[src/rtl/pulse_train_gen.sv]
// pulse_train_gen: programmable pulse-train transmitter.
//
// A one-cycle start request samples the width/gap/count configuration into
// shadow registers and emits a train of clock-aligned pulses on pls_out.
// The bench-side sequencer sees busy while the train runs and a one-cycle done
// strobe when it completes. abort ends a train early with no done strobe.
//
// Optional feature: define PTG_TOTAL_CNT_EN to add tot_cnt, a saturating
// 16-bit count of pulses emitted since reset (unaffected by abort).
//
// Ports:
//   clock      in   system clock, rising edge
//   reset      in   asynchronous, active-high reset
//   start      in   one-cycle request; samples config and begins a train
//   abort      in   terminates a train in progress
//   pls_width  in   high time per pulse in cycles (0 treated as 1)
//   pls_gap    in   low time between pulses in cycles (0 treated as 1)
//   pls_count  in   number of pulses in the train
//   pls_out    out  output pulse, decoded from registered state
//   busy       out  train in progress (HIGH or GAP)
//   done       out  one-cycle completion strobe
//   tot_cnt    out  running pulse total (PTG_TOTAL_CNT_EN only)

module pulse_train_gen #(
    parameter int unsigned WID_W = 8,
    parameter int unsigned CNT_W = 8
) (
    input  logic             clock,
    input  logic             reset,
    input  logic             start,
    input  logic             abort,
    input  logic [WID_W-1:0] pls_width,
    input  logic [WID_W-1:0] pls_gap,
    input  logic [CNT_W-1:0] pls_count,
    output logic             pls_out,
    output logic             busy,
`ifdef PTG_TOTAL_CNT_EN
    output logic             done,
    output logic [15:0]      tot_cnt
`else
    output logic             done
`endif
);

    localparam logic [1:0] IDLE = 2'd0;
    localparam logic [1:0] HIGH = 2'd1;
    localparam logic [1:0] GAP  = 2'd2;
    localparam logic [1:0] FIN  = 2'd3;

    localparam logic [WID_W-1:0] WidOne = {{(WID_W-1){1'b0}}, 1'b1};
    localparam logic [CNT_W-1:0] CntOne = {{(CNT_W-1){1'b0}}, 1'b1};

    logic [1:0]       state_q, state_d;
    logic [WID_W-1:0] width_q, width_d;
    logic [WID_W-1:0] gap_q, gap_d;
    logic [CNT_W-1:0] rem_q, rem_d;
    logic [WID_W-1:0] tmr_q, tmr_d;

    // Timer load value: the phase lasts (load + 1) cycles, so a field of 0 or 1
    // both give a single cycle and 255 gives exactly 255 cycles without wrap.
    function automatic logic [WID_W-1:0] tmr_load(input logic [WID_W-1:0] v);
        return (v == '0) ? '0 : (v - WidOne);
    endfunction

    always_comb begin
        state_d = state_q;
        width_d = width_q;
        gap_d   = gap_q;
        rem_d   = rem_q;
        tmr_d   = tmr_q;

        case (state_q)
            IDLE: begin
                // abort has priority over a simultaneous start
                if (start && !abort) begin
                    width_d = pls_width;
                    gap_d   = pls_gap;
                    rem_d   = pls_count;
                    if (pls_count == '0) begin
                        state_d = FIN;
                    end else begin
                        state_d = HIGH;
                        tmr_d   = tmr_load(pls_width);
                    end
                end
            end
            HIGH: begin
                if (abort) begin
                    state_d = IDLE;
                    tmr_d   = '0;
                end else if (tmr_q == '0) begin
                    rem_d = rem_q - CntOne;
                    if (rem_q == CntOne) begin
                        // last pulse: no trailing gap
                        state_d = FIN;
                    end else begin
                        state_d = GAP;
                        tmr_d   = tmr_load(gap_q);
                    end
                end else begin
                    tmr_d = tmr_q - WidOne;
                end
            end
            GAP: begin
                if (abort) begin
                    state_d = IDLE;
                    tmr_d   = '0;
                end else if (tmr_q == '0) begin
                    state_d = HIGH;
                    tmr_d   = tmr_load(width_q);
                end else begin
                    tmr_d = tmr_q - WidOne;
                end
            end
            FIN: begin
                state_d = IDLE;
            end
            default: begin
                state_d = IDLE;
            end
        endcase
    end

    always_ff @(posedge clock or posedge reset) begin
        if (reset) begin
            state_q <= IDLE;
            width_q <= '0;
            gap_q   <= '0;
            rem_q   <= '0;
            tmr_q   <= '0;
        end else begin
            state_q <= state_d;
            width_q <= width_d;
            gap_q   <= gap_d;
            rem_q   <= rem_d;
            tmr_q   <= tmr_d;
        end
    end

    // Outputs decode straight from the state register, so they are glitch-free
    // and pls_out falls as soon as reset is asserted.
    assign pls_out = (state_q == HIGH);
    assign busy    = (state_q == HIGH) || (state_q == GAP);
    assign done    = (state_q == FIN);

`ifdef PTG_TOTAL_CNT_EN
    logic [15:0] tot_q, tot_d;

    always_comb begin
        tot_d = tot_q;
        // count on entry to HIGH, holding at all-ones
        if ((state_d == HIGH) && (state_q != HIGH) && (tot_q != 16'hFFFF)) begin
            tot_d = tot_q + 16'd1;
        end
    end

    always_ff @(posedge clock or posedge reset) begin
        if (reset) begin
            tot_q <= '0;
        end else begin
            tot_q <= tot_d;
        end
    end

    assign tot_cnt = tot_q;
`endif

endmodule
[config.mk]
export PLATFORM = sky130hd
export DESIGN_NAME = pulse_train_gen
export DESIGN_NICKNAME = d
export VERILOG_FILES = /design/src/rtl/pulse_train_gen.sv
export SDC_FILE = /design/constraint.sdc
export NUM_CORES = 1
export LEC_CHECK = 0
export ABC_AREA = 0
export BUFFER_PORTS_ARGS = -buffer_cell sky130_fd_sc_hd__buf_2
export CORE_MARGIN = 3
export CORE_UTILIZATION = 55
export DETAILED_ROUTE_END_ITERATION = 8
export GPL_TIMING_DRIVEN = 1
export PLACE_DENSITY = 0.76
export SKIP_CTS_REPAIR_TIMING = 1
export SLEW_MARGIN = 10
export SYNTH_ARGS = -nofsm -noshare
export SYNTH_HDL_FRONTEND = slang
export SYNTH_SLANG_ARGS = --single-unit
[constraint.sdc]
create_clock -name clock -period 3.9 [get_ports clock]
set_clock_uncertainty 0.2 [all_clocks]
set_input_delay 0.39 -clock clock [delete_from_list [all_inputs] [get_ports clock]]
set_output_delay 0.39 -clock clock [all_outputs]
set_load 0.05 [all_outputs]
# ---- After elaboration in Yosys (flattened, before gate mapping)
# Cells that the tools add are included.
dict set report op_classes {
  add_sub_neg 5
  n_eq_ne 11
  n_mux 23
  reduce_logical 15
}
# operator n
set op_table {}
lappend op_table {{$mux 8} 13}
lappend op_table {{$logic_not 8->1} 5}
lappend op_table {{$sub 8x1->8 const B} 5}
lappend op_table {{$pmux 8 s3} 1}
lappend op_table {{$pmux 8 s2} 1}
lappend op_table {{$mux 2} 6}
lappend op_table {{$eq 8x1->1 const B} 1}
lappend op_table {{$pmux 2 s4} 1}
lappend op_table {{$reduce_and 4->1} 2}
lappend op_table {{$ne 2x2->1 const B} 3}
lappend op_table {{$eq 2x2->1 const B} 2}
lappend op_table {{$ne 4x4->1 const B} 1}
lappend op_table {{$ne 3x2->1 const B} 1}
lappend op_table {{$ne 3x3->1 const B} 1}
lappend op_table {{$reduce_and 3->1} 1}
lappend op_table {{$reduce_bool 3->1} 1}
lappend op_table {{$eq 2x1->1 const B} 1}
lappend op_table {{$logic_not 2->1} 1}
lappend op_table {{$ne 2x1->1 const B} 1}
lappend op_table {{$reduce_and 2->1} 1}
lappend op_table {{$reduce_bool 2->1} 1}
lappend op_table {{$logic_and 1x1->1} 1}
lappend op_table {{$logic_not 1->1} 1}
lappend op_table {{$logic_or 1x1->1} 1}
lappend op_table {{$mux 1} 1}
dict set report word_totals {
  register_bits 34
  output_inout_bits 3
}

# ---- Longest topological paths before layout
# Gate-level depths: netlist of the first run.
dict set report depth {
  word_depth 6
  ltp_mapped 9
  mapped_depth_nobuf 7
}

# ---- Least setup slack after synthesis of the first run
# No wires, ideal clock.
dict set report synth_path {
  path_type {register to register}
  start {reg state_q[1]}
  end {reg tmr_q[6]}
  arrival_ps 2376
  t_required_ps 3574
  slack_ps 1198
  path_stages_with_launch 9
  n_path_buf 1
  period_less_slack_ps 2702
  cell_sequence {dfrtp_1 > inv_1 > ha_1 > buf_2 > nor4b_1 > nand4_1 > o22ai_2 > nor3_1 > a221o_1}
}
dict set report synth_between {
  elab_chain_cells 3
  word_cells_on_any_way 9
  cone_classes {eq/ne: 5; mux: 1; reduce/logical: 3}
}
# element line
set synth_rtl {}
lappend synth_rtl {{from (decl)} 53} ;# logic [1:0] state_q, state_d;
lappend synth_rtl {{from (signal assigned)} 132} ;# state_q <= state_d;
lappend synth_rtl {{$eq 2x1->1 *} --}
lappend synth_rtl {{named net pls_out} 35} ;# output logic pls_out,
lappend synth_rtl {{$ne 4x4->1 (no line) / $reduce_bool 3->1 (equally long branches)} --}
lappend synth_rtl {{$reduce_and 4->1 (no line)} --}
lappend synth_rtl {{to (signal assigned)} 136} ;# tmr_q <= tmr_d;
lappend synth_rtl {{to (decl)} 57} ;# logic [WID_W-1:0] tmr_q, tmr_d;
# The timed path passes the listed nets; every way through them passes the cells marked *.
# A chain may end at the register's enable or synchronous reset.

# ---- Worst setup path after layout of the first run
dict set report layout_path {
  start {reg state_q[1]}
  end {reg tmr_q[6]}
}
dict set report layout_between {
  elab_chain_cells 3
  word_cells_on_any_way 9
  cone_classes {eq/ne: 5; mux: 1; reduce/logical: 3}
}
# element line
set layout_rtl {}
lappend layout_rtl {{$eq 2x1->1, or another cell as far along} 72} ;# case (state_q)
lappend layout_rtl {{$ne 4x4->1 (no line), or another cell as far along} --}
lappend layout_rtl {{$reduce_and 4->1 (no line)} --}
# Parallel ways exist; a longest one is shown, timed or not.

==> results.cfg, run 1 <==
[worst_setup_path]
path_cells = inv_1, ha_1, buf_4, nor4b_1, nand4_1, o22ai_2, nor3_1, a221o_1
worstSetupPathType = flop to flop
worstRegToRegCells = 8
cp-end-kind = flop
cp_slowest_cell = o22ai_2
worstPathArrival_ns = 2.68
rr_startpoint = state_q[1]$_DFFE_PP0P_
cp.depth = 8
crit_required_ns = 3.88
crit_fanout = 27
critical_path_buf_inv_count = 2
crit_start = state_q[1]$_DFFE_PP0P_
critPathLaunchType = flop
cp_slowest_stage_delay_ns = 0.43
cpLargestDelayFamily = compound AO/OA/AOI/OAI gates

[cells_and_area]
final_common_cell = dfrtp_1
fillers = 387
fin_util = 0.644
nets = 348
layout-drive-gt1-share = 0.233
num_antenna_cells = 0
syn2layout_area_growth_pct = 11.7
final_cell_mix = dfrtp_1, buf_2, nor2_1, inv_1

[placed_design]
dp_hpwl_um = 4400
numPortBuffers = 30
place_congestion = 0.853

[die]
io_pins = 31
rows = 24
die_h_um = 73.8
start_util = 0.577
die_area_sq_um = 5450
core_sq_um = 4380
die_w_um = 73.8

[timing]
fin_crit_ns = 2.70
timing.hold.ws_ns = -0.00875
maxSlewHeadroom = 0.588
fmax_ghz = 0.371
tns_ns = 0
post-route-period-util = 0.691
slew_viol_final = 0
hold_viol = 28
rsz0062_at_grt = no
tightest_slew_ns = 0.612
setup_violations = 0

[grt]
grtUsageMet2 = 0.343
antenna_found_initial = 0
grt_pass1_vias = 1984
grt.total_usage = 0.236
grtUsageMet1 = 0.345
met3_usage = 0.0534
top_usage_layer = met1
grt_start_max_net_pins = 35
grt_pass1_wl_um = 9710
grt_overflow = 0

[yosys]
synth_edf_count = 0
synth_ff_type = dfrtp_1
postSynthNetCount = 317
yosysSeqAreaShare = 0.336
yosys_warnings = 0
async_flop_share = 1.00
synth-seq-cells = 34
netlist_area_sq_um = 2530
synth_cells = 277
syn_area_per_cell_sq_um = 9.13
ys_types = 61

[outcome]
status = complete, but fails checks
violations = hold timing

[detailed_routing]
dr.first_iter.drc_count = 183
dr.pass1.iters = 5
postRouteWirelength_um = 5980
drc = 0
viasPerCell = 6.21
drtAntennaViolNets = 0
wire_per_inst_um = 16.6
num_vias = 2242

[clock_tree]
clockBufferDepth = 2
cts.sinks = 34
cts-root-buf = clkbuf_8
clock_latency_ns = 0.29
tritoncts = yes
htreeDepth = 2
clk_pin_slew_ns = 0.08
cts_made_buffers = 5

[pwr]
power_density_nw_per_um2 = 837
p_leak_nw = 1.19
p_comb_frac = 0.557
peakVddDrop_uv = 420
p_switching_w = 0.00113
clkPwrFrac = 0.118
seq_power_share = 0.325
p_sw_frac = 0.479
p_int_w = 0.00123

[job]
maxCapViolCount = 0

[min_path]
hp-class = primary input to asynchronous set/reset pin
## kinds of logic after synthesis
kind of cell / share of synthesized area
adder cells (fa/ha/maj): 0.0593
buffers and inverters: 0.0504
multiplexers: 0.0865
AO/OA/AOI/OAI: 0.236
XOR/XNOR: 0.0415
AND/OR/NAND/NOR: 0.190
flip-flops: 0.336
## cell usage after synthesis (all sizes together) (2+ instances only)
| library cell | instances | area, sq um |
|---|---|---|
| a21o | 2 | 15.0 |
| buf | 4 | 18.8 |
| nand2 | 13 | 48.8 |
| nand2b | 2 | 12.5 |
| xnor2 | 10 | 87.6 |
| nor3 | 11 | 71.3 |
| nor3b | 4 | 30.0 |
| nor4 | 6 | 43.8 |
| a21oi | 18 | 101 |
| o41ai | 2 | 36.3 |
| o22ai | 7 | 56.3 |
| inv | 24 | 90.1 |
| nand3b | 4 | 30.0 |
| mux2 | 15 | 169 |
| nor2 | 24 | 90.1 |
| or4 | 5 | 41.3 |
| nand3 | 6 | 35.0 |
| a211oi | 2 | 15.0 |
| dfrtp | 34 | 851 |
| a2bb2oi | 3 | 38.8 |
| clkbuf | 5 | 18.8 |
| mux2i | 5 | 50.1 |
| a31oi | 4 | 25.0 |
| or3 | 4 | 25.0 |
| ha | 12 | 150 |
| nor2b | 3 | 18.8 |
| o22a | 7 | 61.3 |
| o21ai | 16 | 80.1 |
| o32ai | 2 | 17.5 |
| xor2 | 2 | 17.5 |
| o31ai | 2 | 15.0 |
## stage by stage
step                cells  setup WS [ns]  power, W  area [sq um]
global route          361           1.02   0.00255          2830
floorplan             277           1.20   0.00177          2530
global placement      353           1.36   0.00203          2730
detailed placement    353           1.25   0.00206          2730
CTS                   361           1.23   0.00235          2830
finish                361           1.20   0.00237          2830
## final cells by class
class / count / area, sq um / area share
Multi-Input combinational cell: 210 / 1550 / 0.549
Sequential cell: 34 / 851 / 0.301
Timing Repair Buffer: 33 / 173 / 0.0611
Inverter: 24 / 90.1 / 0.0319
Clock buffer: 6 / 82.6 / 0.0292
Tap cell: 52 / 65.1 / 0.0230
Clock inverter: 2 / 12.5 / 0.00443
## metal layers
metal | part of all wire | vias to the layer above
met4 | 0.013 | 0
met3 | 0.062 | 8
li1 | - | 1086
met2 | 0.44 | 71
met5 | 0 | -
met1 | 0.49 | 1077
## worst min-delay path: stages
cell and delay [ns]:
buf_2 0.09, inv_1 0.04, buf_4 0.39
## registers in the layout, indices dropped and copies added (netlist names)
name	flops
gap_q	8
rem_q	8
state_q	2
tmr_q	8
width_q	8
## worst paths after layout
check / to / slack [ns]
setup / recovery: tmr_q[6]$_DFFE_PP0P_ / 1.20
hold / removal: tmr_q[7]$_DFFE_PP0P_ / -0.009
setup reg to reg: tmr_q[6]$_DFFE_PP0P_ / 1.20
hold reg to reg: rem_q[1]$_DFFE_PP0P_ / 0.32
max in group asynchronous: rem_q[3]$_DFFE_PP0P_ / 3.19
min in group clock: gap_q[7]$_DFFE_PP0P_ / 0.12
## power by group through the flow
stage          Combinational, W  Clock (W)  Sequential (W)
6_report                0.00132   0.000280        0.000768
5_1_grt                 0.00145   0.000301        0.000801
4_1_cts                 0.00130   0.000285        0.000764
3_5_place_dp            0.00129          0        0.000771
3_3_place_gp            0.00127          0        0.000761
2_1_floorplan           0.00107          0        0.000706
Power figures use the tool's default switching activity.
==> run 2: changes to the inputs <==
ABC_AREA = 1   (was 0)
CORE_UTILIZATION = 53   (was 55)
PLACE_DENSITY = 0.77   (was 0.76)
clock period = 2.4 ns   (was 3.9 ns; I/O delays follow)
==> run 2 against run 1 <==
The flow now finishes without violations; area after synthesis up 0.89%; register-to-register slack worse by 0.94 ns; sequential power up 45%; via count up 9.5%; clock-buffer cell count up 1; sequential share of layout area down 0.47 points; cell count up 30%; largest cell class unchanged.
==> results.cfg, run 2 <==
[timing]
rsz0062_at_grt = no
fin_crit_ns = 2.14
slew_viol_final = 0
fmax_ghz = 0.467
hold_viol = 0
post-route-period-util = 0.891
tns_ns = 0
maxSlewHeadroom = 0.667
tightest_slew_ns = 0.499
setup_violations = 0

[yosys]
postSynthNetCount = 418
synth_edf_count = 0
yosys.area.top_type_share = 0.333
synth_ff_type = dfrtp_1
synth-seq-cells = 34
synth_cells = 378
synth_area_leaders = dfrtp_1, nand2_1, nor2_1
yosys_warnings = 0
syn_area_per_cell_sq_um = 6.75
ys_types = 29
netlist_area_sq_um = 2550
yosysTopAreaCell = dfrtp_1
yosysSeqAreaShare = 0.333
async_flop_share = 1.00
synthTopCellsByCount = nand2_1, nor2_1, inv_1
post-synth-top-count-cell = nand2_1

[placed_design]
place_congestion = 0.867
dp_hpwl_um = 4370
numPortBuffers = 30
placed_cell_area_sq_um = 2760

[worst_setup_path]
cpLargestDelayFamily = simple AND/OR/NAND/NOR gates
crit_fanout = 10
cp-end-kind = flop
critical_path_buf_inv_count = 2
cp_slowest_stage_delay_ns = 0.39
rr_endpoint = tmr_q[2]$_DFFE_PP0P_
path_cells = inv_1, ha_1, nand4_4, nor3_4, nand3_1, nand2_2, inv_2, nor2_1, a21oi_1
critPathLaunchType = flop
worstSetupPathType = flop to flop
rr_startpoint = tmr_q[0]$_DFFE_PP0P_
worstPathArrival_ns = 2.11
r2r_setup_slack_ns = 0.26
cp_slowest_cell = dfrtp_1
crit_required_ns = 2.37
worstRegToRegCells = 9
crit_start = tmr_q[0]$_DFFE_PP0P_

[die]
core_sq_um = 4500
rows = 24
die_w_um = 75.4
io_pins = 31
die_area_sq_um = 5680
start_util = 0.567
die_h_um = 75.4

[cells_and_area]
stdcell_area_sq_um = 2870
syn2layout_area_growth_pct = 12.5
layout-drive-gt1-share = 0.135
final_common_cell = nand2_1
num_antenna_cells = 0
fin_util = 0.637
final_cell_mix = nand2_1, nor2_1, inv_1
nets = 455

[clock_tree]
cts.sinks = 34
htreeDepth = 2
cts_made_buffers = 5
cts-root-buf = clkbuf_8
clockBufferDepth = 2
clock_latency_ns = 0.28
tritoncts = yes
clk_pin_slew_ns = 0.07

[pwr]
peakVddDrop_uv = 521
p_leak_nw = 1.47
power_density_nw_per_um2 = 1300

[min_path]
hold_path_depth = 3
holdPathEnd = gap_q[0]$_DFFE_PP0P_
worstHoldStart = pls_gap[0]
hp-class = primary input to flop

[detailed_routing]
drc = 0
dr.first_iter.drc_count = 179
postRouteWirelength_um = 5600
wire_per_inst_um = 12.0
viasPerCell = 5.25
dr.pass1.iters = 4
num_vias = 2456
drtAntennaViolNets = 0

[grt]
grt_pass1_vias = 2169
grt.total_usage = 0.214
grt_start_max_net_pins = 35
grt_pass1_wl_um = 9390
antenna_found_initial = 0
grt_overflow = 0

[outcome]
status = completed

[job]
maxCapViolCount = 0
run 2: changes by cell type after synthesis, sizes merged, moves of 8 or more:
cell	change
nand3	+19
nand2	+87
xor2	+9
inv	+23
nand4	+8
mux2	-14
xnor2	-8
o21ai	+19
nor2	+38
run 2: power breakdown:
group | internal, W | switching (W)
registers | 0.000867 | 0.000242
clock network | 0.000231 | 0.000207
logic | 0.000746 | 0.00145
total | 0.00184 | 0.00190
run 2: logic make-up after synthesis:
logic type	after synthesis	synth area share
and+or+nand+nor	203	0.340
AOI/OAI and AO/OA	60	0.129
buffers and inverters	55	0.0892
DFF	34	0.333
xor gates and xnor gates	13	0.0446
adders and majority gates	12	0.0588
muxes	1	0.00441
run 2: per-stage QoR:
step	setup WS, ns	instances	hold WS (ns)	power, W
after floorplan	0.113	378	0.182	0.00285
after global placement	0.369	458	0.155	0.00324
after detailed placement	0.277	458	0.162	0.00329
after CTS	0.258	466	-0.150	0.00375
after global routing	0.0790	468	0.0101	0.00415
final	0.261	468	0.00162	0.00375
run 2: worst min-delay path, cell delays in order:
cell,delay (ns)
buf_2,0.07
nor2_1,0.03
a21oi_1,0.10
run 2: worst max-delay path by stage:
stage                      endpoint  slack [ns]  cells after the start
2_1_floorplan  tmr_q[6]$_DFFE_PP0P_        0.11                     11
3_3_place_gp   tmr_q[0]$_DFFE_PP0P_        0.37                      9
3_5_place_dp   tmr_q[7]$_DFFE_PP0P_        0.28                      9
4_1_cts        tmr_q[7]$_DFFE_PP0P_        0.26                      9
5_1_grt        tmr_q[2]$_DFFE_PP0P_        0.08                     10
6_report       tmr_q[2]$_DFFE_PP0P_        0.26                      9
run 2: area by class of cell:
type	count	area, sq um
fillers	425	1630
repair buffers	37	208
multi-input cells	289	1470
well taps	52	65.1
flip-flops and latches	34	851
inverters	48	181
clock buffers	7	86.3
clock inverters	1	5.00
run 2: metal layers:
layer / vias to the layer above / GRT usage / routed length, um
li1: 1287 / - / -
met3: 8 / 0.0317 / 288
met2: 57 / 0.344 / 2550
met1: 1104 / 0.298 / 2680
met4: 0 / 0.0641 / 81
met5: - / 0 / 0
==> run 3: changes to the inputs <==
ABC_AREA = unset   (was 1)
==> run 3 against run 2 <==
The flow now finishes with violations (hold timing); largest cell class unchanged; cell count down 19%; combinational power up 5%; critical endpoint is now tmr_q[1]$_DFFE_PP0P_; global-route usage up 2.4 points; via count down 7.2%; maximum frequency down 7.3%; die area down 0.81%.
==> results.cfg, run 3 (synthesis gave the netlist of run 1 again) <==
[timing]
slew_viol_final = 0
tightest_slew_ns = 0.469
maxSlewHeadroom = 0.684
fin_crit_ns = 2.31
setup_ws_ns = 0.0921
setup_violations = 0
post-route-period-util = 0.962
timing.hold.ws_ns = -0.0102
hold_viol = 1
fmax_ghz = 0.433

[pwr]
p_leak_nw = 1.27
power_density_nw_per_um2 = 1320
peakVddDrop_uv = 678

[cells_and_area]
syn2layout_area_growth_pct = 18.7
layout-drive-gt1-share = 0.257
fin_util = 0.671
final_common_cell = dfrtp_1
nets = 367
final_cell_mix = dfrtp_1, buf_2, nor2_1, inv_1
num_antenna_cells = 0

[placed_design]
numPortBuffers = 30
place_congestion = 0.925
pre_cts_slack_ns = 0.0717
dp_hpwl_um = 4770

[die]
io_pins = 31
die_w_um = 75.1
rows = 24
die_area_sq_um = 5640
core_sq_um = 4470
die_h_um = 75.1
start_util = 0.565

[clock_tree]
tritoncts = yes
clk_pin_slew_ns = 0.07
clockBufferDepth = 2
cts.sinks = 34
cts_made_buffers = 5
cts-root-buf = clkbuf_8
clock_latency_ns = 0.29
htreeDepth = 2

[worst_setup_path]
path_cells = or4_4, o41ai_4, buf_6, o22ai_1, a211oi_1, a21oi_1
critical_path_buf_inv_count = 1
crit_required_ns = 2.37
crit_fanout = 7
cpLargestDelayFamily = compound AO/OA/AOI/OAI gates
cp-end-kind = flop
worstSetupPathType = flop to flop
cp_slowest_stage_delay_ns = 0.59
worstPathArrival_ns = 2.28
critPathLaunchType = flop
cp_slowest_cell = or4_4

[grt]
grt_overflow = 0
grt_start_max_net_pins = 35
grt.total_usage = 0.238
antenna_found_initial = 0
grt_pass1_wl_um = 10200
grt_pass1_vias = 2191

[detailed_routing]
drtAntennaViolNets = 0
postRouteWirelength_um = 6210
viasPerCell = 6.01
drc = 0
dr.pass1.iters = 4
dr.first_iter.drc_count = 231
wire_per_inst_um = 16.4
num_vias = 2278

[min_path]
hp-class = primary input to flop

[outcome]
violations = hold timing
status = complete, but fails checks

[job]
maxCapViolCount = 0
-- run 3: changes by cell type in the layout (fill, tap and decap cells not counted), sizes merged, moves of 8 or more --
| cell | change |
|---|---|
| buf | +9 |
| inv | -23 |
| mux2 | +14 |
| nand2 | -87 |
| nand3 | -19 |
| nand4 | -8 |
| nor2 | -38 |
| o21ai | -19 |
| xnor2 | +8 |
| xor2 | -9 |
-- run 3: per-layer routing --
layer  part of all wire  vias up  track usage
met1               0.44     1072        0.319
li1                   -     1124            -
met2               0.47       70        0.373
met4              0.018        0       0.0909
met5                  0        -            0
met3              0.064       12       0.0547
-- run 3: stage by stage --
stage	cells	power, W	TNS [ns]	area (sq um)
3_3_place_gp	363	0.00344	0	2830
6_report	379	0.00397	0	3000
3_5_place_dp	363	0.00352	0	2830
4_1_cts	370	0.00393	0	2910
5_1_grt	379	0.00429	-0.00511	3000
2_1_floorplan	277	0.00294	0	2560
-- run 3: report_power, final --
group / leakage, nW / switching [W] / total [W] / internal [W]
Combinational: 0.825 / 0.00126 / 0.00230 / 0.00104
Clock: 0.0383 / 0.000204 / 0.000404 / 0.000200
Sequential: 0.405 / 0.000397 / 0.00126 / 0.000865
Total: 1.27 / 0.00186 / 0.00397 / 0.00210
-- run 3: worst register-to-register path, stage by stage, from the launching register on --
cell and delay (ns):
dfrtp_2 0.44, or4_4 0.59, o41ai_4 0.35, buf_6 0.17, o22ai_1 0.13, a211oi_1 0.26
a21oi_1 0.06
-- run 3: final timing paths --
check                                           from                   end  slack, ns  cells after the start
min in group asynchronous                      reset  tmr_q[4]$_DFFE_PP0P_       0.39                      4
worst max-delay path            gap_q[2]$_DFFE_PP0P_  tmr_q[1]$_DFFE_PP0P_       0.09                      6
worst max register to register  gap_q[2]$_DFFE_PP0P_  tmr_q[1]$_DFFE_PP0P_       0.09                      6
worst min-delay path                      pls_gap[7]  gap_q[7]$_DFFE_PP0P_      -0.01                      2
max in group asynchronous                      reset  gap_q[2]$_DFFE_PP0P_       1.28                      4
worst min register to register  rem_q[4]$_DFFE_PP0P_  rem_q[4]$_DFFE_PP0P_       0.35                      1
-- run 3: final cells by class --
cell class,count,area [sq um]
inverter,24,90.1
timing repair buffer,52,339
sequential,34,852
multi-input combinational,210,1580
clock buffer,7,76.3
tap,52,65.1
fill,374,1470
